==> src/rtl/alu4_pkg.sv <==
// Shared constants and types for the 4-bit 74181-style ALU.
// Optional feature macro used by the top: ALU4_ENABLE_EN.
package alu4_pkg;

    typedef logic [3:0] word_t;

    localparam logic MODE_LOGIC = 1'b0;
    localparam logic MODE_ARITH = 1'b1;

    // Logic-mode opcodes
    localparam logic [3:0] OP_ZERO = 4'b0000;
    localparam logic [3:0] OP_XOR  = 4'b0110;
    localparam logic [3:0] OP_AND  = 4'b1000;
    localparam logic [3:0] OP_OR   = 4'b1110;
    localparam logic [3:0] OP_ONES = 4'b1111;

    // Arithmetic-mode opcodes
    localparam logic [3:0] OP_SUB  = 4'b0110;
    localparam logic [3:0] OP_ADD  = 4'b1001;
    localparam logic [3:0] OP_DBL  = 4'b1100;

endpackage

==> src/rtl/alu4_adder.sv <==
// 4-bit adder: sum = x + y + cin, carry out of bit 3, signed overflow.
// Ports: x_i, y_i, cin_i in; sum_o, co_o, v_o out.
module alu4_adder
    import alu4_pkg::*;
(
    input  word_t x_i,
    input  word_t y_i,
    input  logic  cin_i,
    output word_t sum_o,
    output logic  co_o,
    output logic  v_o
);

    logic [4:0] full;

    assign full  = {1'b0, x_i} + {1'b0, y_i} + {4'b0000, cin_i};
    assign sum_o = full[3:0];
    assign co_o  = full[4];
    // Same-signed operands producing a differently-signed result
    assign v_o   = (x_i[3] == y_i[3]) && (full[3] != x_i[3]);

endmodule

==> src/rtl/alu4_unit.sv <==
// Registered 4-bit ALU: 16 logic (m=0) and 16 arithmetic (m=1) functions.
// Ports: clk, rst (sync, high), [en if ALU4_ENABLE_EN], a, b, cin, m, s in;
//        dout, co, v, z out (all registered, 1-cycle latency).
module alu4_unit
    import alu4_pkg::*;
(
    input  logic       clk,
    input  logic       rst,
`ifdef ALU4_ENABLE_EN
    input  logic       en,
`endif
    input  logic [3:0] a,
    input  logic [3:0] b,
    input  logic       cin,
    input  logic       m,
    input  logic [3:0] s,
    output logic [3:0] dout,
    output logic       co,
    output logic       v,
    output logic       z
);

    word_t lres;
    word_t x;
    word_t y;
    word_t sum;
    logic  add_co;
    logic  add_v;
    logic  load;

    word_t dout_d, dout_q;
    logic  co_d, co_q;
    logic  v_d, v_q;
    logic  z_d, z_q;

    always_comb begin
        lres = 4'b0000;
        unique case (s)
            4'b0000: lres = 4'b0000;
            4'b0001: lres = ~a & ~b;
            4'b0010: lres = ~a & b;
            4'b0011: lres = ~a;
            4'b0100: lres = a & ~b;
            4'b0101: lres = ~b;
            4'b0110: lres = a ^ b;
            4'b0111: lres = ~a | ~b;
            4'b1000: lres = a & b;
            4'b1001: lres = ~(a ^ b);
            4'b1010: lres = b;
            4'b1011: lres = ~a | b;
            4'b1100: lres = a;
            4'b1101: lres = a | ~b;
            4'b1110: lres = a | b;
            4'b1111: lres = 4'b1111;
            default: lres = 4'b0000;
        endcase
    end

    always_comb begin
        x = a;
        y = 4'b0000;
        unique case (s)
            4'b0000: begin x = a;       y = 4'b0000; end
            4'b0001: begin x = a | b;   y = 4'b0000; end
            4'b0010: begin x = a | ~b;  y = 4'b0000; end
            4'b0011: begin x = 4'b1111; y = 4'b0000; end
            4'b0100: begin x = a;       y = a & ~b;  end
            4'b0101: begin x = a | b;   y = a & ~b;  end
            4'b0110: begin x = a;       y = ~b;      end
            4'b0111: begin x = a & ~b;  y = 4'b1111; end
            4'b1000: begin x = a;       y = a & b;   end
            4'b1001: begin x = a;       y = b;       end
            4'b1010: begin x = a | ~b;  y = a & b;   end
            4'b1011: begin x = a & b;   y = 4'b1111; end
            4'b1100: begin x = a;       y = a;       end
            4'b1101: begin x = a | b;   y = a;       end
            4'b1110: begin x = a | ~b;  y = a;       end
            4'b1111: begin x = a;       y = 4'b1111; end
            default: begin x = a;       y = 4'b0000; end
        endcase
    end

    alu4_adder u_adder (
        .x_i   (x),
        .y_i   (y),
        .cin_i (cin),
        .sum_o (sum),
        .co_o  (add_co),
        .v_o   (add_v)
    );

    always_comb begin
        dout_d = lres;
        co_d   = 1'b0;
        v_d    = 1'b0;
        if (m == MODE_ARITH) begin
            dout_d = sum;
            co_d   = add_co;
            v_d    = add_v;
        end
        z_d = (dout_d == 4'b0000);
    end

`ifdef ALU4_ENABLE_EN
    assign load = en;
`else
    assign load = 1'b1;
`endif

    always_ff @(posedge clk) begin
        if (rst) begin
            dout_q <= 4'b0000;
            co_q   <= 1'b0;
            v_q    <= 1'b0;
            z_q    <= 1'b1;
        end else if (load) begin
            dout_q <= dout_d;
            co_q   <= co_d;
            v_q    <= v_d;
            z_q    <= z_d;
        end
    end

    assign dout = dout_q;
    assign co   = co_q;
    assign v    = v_q;
    assign z    = z_q;

endmodule

==> config.mk <==
export PLATFORM = sky130hd
export DESIGN_NAME = alu4_unit
export DESIGN_NICKNAME = d
export VERILOG_FILES = /design/src/rtl/alu4_pkg.sv /design/src/rtl/alu4_adder.sv /design/src/rtl/alu4_unit.sv
export SDC_FILE = /design/constraint.sdc
export NUM_CORES = 1
export LEC_CHECK = 0
export ABC_AREA = 1
export CAP_MARGIN = 20
export CORE_ASPECT_RATIO = 0.7
export CORE_MARGIN = 3
export CORE_UTILIZATION = 59
export CTS_BUF_LIST = sky130_fd_sc_hd__clkbuf_8 sky130_fd_sc_hd__clkbuf_16
export CTS_CLUSTER_SIZE = 30
export DETAILED_ROUTE_END_ITERATION = 10
export GPL_TIMING_DRIVEN = 0
export PLACE_DENSITY = 0.94
export SLEW_MARGIN = 30
export SYNTH_ARGS = -nofsm -noshare
export SYNTH_HDL_FRONTEND = slang
export SYNTH_SLANG_ARGS = --single-unit
==> constraint.sdc <==
create_clock -name clk -period 4.41 [get_ports clk]
set_input_delay 0.882 -clock clk [delete_from_list [all_inputs] [get_ports clk]]
set_output_delay 0.882 -clock clk [all_outputs]
set_load 0.01 [all_outputs]
==> summary.txt <==
run status -> finished clean
detailed-route wire length -> 4870 um
# rows -> 14
endpoint arrival time on the critical path -> 4090 ps
portion of total power attributed to combinational logic -> 53.4%
mean number of vias per cell -> 6.00
number of antenna repair diodes -> 0
Initial DRT Pass Iterations -> 7
number of resized instances in the post-cts repair step -> 0
count of placed standard cells in the final layout, fillers left out -> 319
total setup violations reported at the end of the flow -> 0
drt initial violations -> 456
effective utilization at floorplan -> 65.6%
critical path capture point type -> flop
Crit path buffers/inverters -> 2
overall via count from detail_route -> 1915
TritonCTS buffer count -> 3
share of final-layout standard cells stronger than drive strength 1 -> 4.18%
H-Tree Depth -> 1
post-detailed-placement half-perimeter wirelength -> 3630 um
hold-fix buffers at CTS -> 0
overflow left after global routing -> 0
post-synthesis sequential area ratio -> 9.46%
design internal power -> 208 uW
Max Root-Sink Buffers -> 2
Setup Buffers After CTS -> 0
unrepaired setup endpoints after global routing -> no
Clock Root Buffer -> clkbuf_8
cell chain of the critical path -> clkdlybuf4s50_1 > nand2_1 > inv_1 > nand2_1 > o22ai_1 > a221oi_1 > o211ai_1 > fa_1 > fa_1 > xor2_1 > nand2_1 > nand2_1 > nor2_1 > nand2_1 > nand2_1
biggest area contributors in the synthesized netlist -> nand2_1 25%, ha_1 16%, dfxtp_1 9.5%
category of the worst setup path launch point -> primary input
wire length of the first global-routing pass -> 7680 um
Clock Sinks -> 7
clock tree from TritonCTS -> yes
number of synthesized register bits -> 7
worst setup path category -> primary input to flop
Yosys top cell by area -> nand2_1
Data required, critical path -> 4590 ps
sequential group share of total power -> 20.6%
Fmax -> 256 MHz
max_cap viols -> 0
time the worst path needs with I/O delays and setup -> 3910 ps
setup tns final -> 0 ps
die width -> 65.9 um
number of global-route vias before repair -> 1659
final cycle utilization of the critical path -> 88.7%
proportion of netlist area held by the largest area contributor -> 25.1%
net load switching power -> 151 uW
Boundary Pins -> 23
maximum number of pins on one net before global-route repair -> 11
max-slew headroom at the worst pin -> 56.5%
area grow syn2layout -> 19.3%
mean post-synth cell area -> 5.63 um^2
final max-slew violation count -> 0
drt drc -> 0
count of input and output buffers -> 20
antenna violations before repair -> 0
pin slew with the least headroom to its limit -> 650 ps
clock-pin slew on the worst setup and hold paths -> 40 ps
cell family with the largest share of critical-path delay -> adder cells
worst hold margin -> 1350 ps
syn_nets -> 300
total placed cells including tap cells -> 315
total power draw -> 360 uW
slowest CP cell -> clkdlybuf4s50_1
sw frac -> 42.0%
clock share of power -> 26.0%
final estimated routing congestion in global placement -> 1.04
die footprint -> 3160 um^2
routed length per placed instance -> 15.3 um
standby leakage power -> 0.958 nW
die boundary height -> 47.9 um
number of different library cells in the post-synthesis netlist -> 26
post-synthesis cell area -> 1480 um^2
final hold violations -> 0
global-route usage over all layers -> 32.3%
worst hold-check path type -> primary input to flop
Syn. warnings -> 0
maximum fanout along the worst path -> 7
Core Box Area -> 2260 um^2
total power density per cell area -> 204 nW/um^2
slowest stage delay, CP -> 510 ps
count of antenna-violating nets left after detailed routing -> 0
total number of nets in the final design -> 325
cell count after synthesis -> 263
Critical Path Most Common Cell -> nand2_1
largest voltage drop on the vdd net -> 0.000221 V
## synth_stat cells
master / count
nand4_1: 1
nand2_1: 99
fa_1: 2
o221ai_1: 1
nor2_1: 37
inv_2: 2
nor2_4: 1
buf_4: 2
xor2_1: 2
o21ai_0: 8
ha_1: 19
a221oi_1: 6
o22ai_1: 4
nand3b_1: 4
nor2_2: 2
dfxtp_1: 7
nand3_1: 16
o21ai_1: 1
o211ai_1: 6
a21oi_1: 8
inv_1: 28
nor3_1: 1
and3_1: 1
o211a_1: 1
nand2_2: 2
o2111ai_1: 2
## final timing paths
path                  start      end  slack (ps)  cells after the start
worst min-delay path    rst  dout[3]        1350                      2
worst max-delay path   s[2]        z         500                     15
## state kept, by name (all words and copies together), names as in the netlist
| signal | count |
|---|---|
| co | 1 |
| dout | 4 |
| v | 1 |
| z | 1 |
## stage by stage
stage               utilization (%)  setup slack (ps)  area, um^2
floorplan                         -              1360        1480
global placement               76.2               435        1720
detailed placement             76.2               372        1720
CTS                            78.2               599        1770
global route                   78.2               333        1770
finish                         78.2               497        1770
## layout by cell type (no fill, tap or decap)
cell type	Yosys	layout
nor2_4	1	1
o221ai_1	1	1
inv_1	28	29
clkdlybuf4s50_1	0	20
ha_1	19	19
o211a_1	1	1
clkbuf_8	0	3
nand3b_1	4	4
a21oi_1	8	8
nand3_1	16	16
o22ai_1	4	4
nand4_1	1	1
and3_1	1	1
nand2_2	2	2
nor2_1	37	37
fa_1	2	2
xor2_1	2	2
dfxtp_1	7	7
a221oi_1	6	6
o2111ai_1	2	2
nand2_1	99	99
o21ai_1	1	1
inv_2	2	2
o21ai_0	8	8
buf_4	2	2
nor3_1	1	1
nor2_2	2	2
o211ai_1	6	6
## power by group through the flow
stage	Sequential (mW)	Combinational, mW	Clock [mW]
2_1_floorplan	0.0803	0.112	0
3_3_place_gp	0.0750	0.181	0
4_1_cts	0.0743	0.186	0.0918
6_report	0.0742	0.192	0.0935
3_5_place_dp	0.0754	0.184	0
5_1_grt	0.0752	0.211	0.0965
## metal layers
layer	up-vias	part of all wire (%)	global-route usage [%]
met1	804	39	44.0
met2	173	41	47.0
met5	-	0	0
met4	0	2.5	11.2
li1	913	-	-
met3	25	18	12.0
## layout make-up
type                            instances  area (um^2)
Buffer                                  2         15.0
Timing Repair Buffer                   20          200
Fill cell                             182          493
Clock buffer                            3         41.3
Sequential cell                         7          140
Inverter                               30          113
Tap cell                               32         40.0
Multi-Input combinational cell        224         1210
Clock inverter                          1         3.75
## kinds of logic (layout without fill, tap and decap cells)
logic type,after synthesis,in the layout,share of synthesized area (%)
AOI/OAI and AO/OA,37,37,16.5
buffers and inverters,32,56,8.61
DFF,7,7,9.46
xor gates and xnor gates,2,2,1.18
and+or+nand+nor,164,164,45.5
adders and majority gates,21,21,18.8
Note: power is estimated with default switching activity, not from simulation.
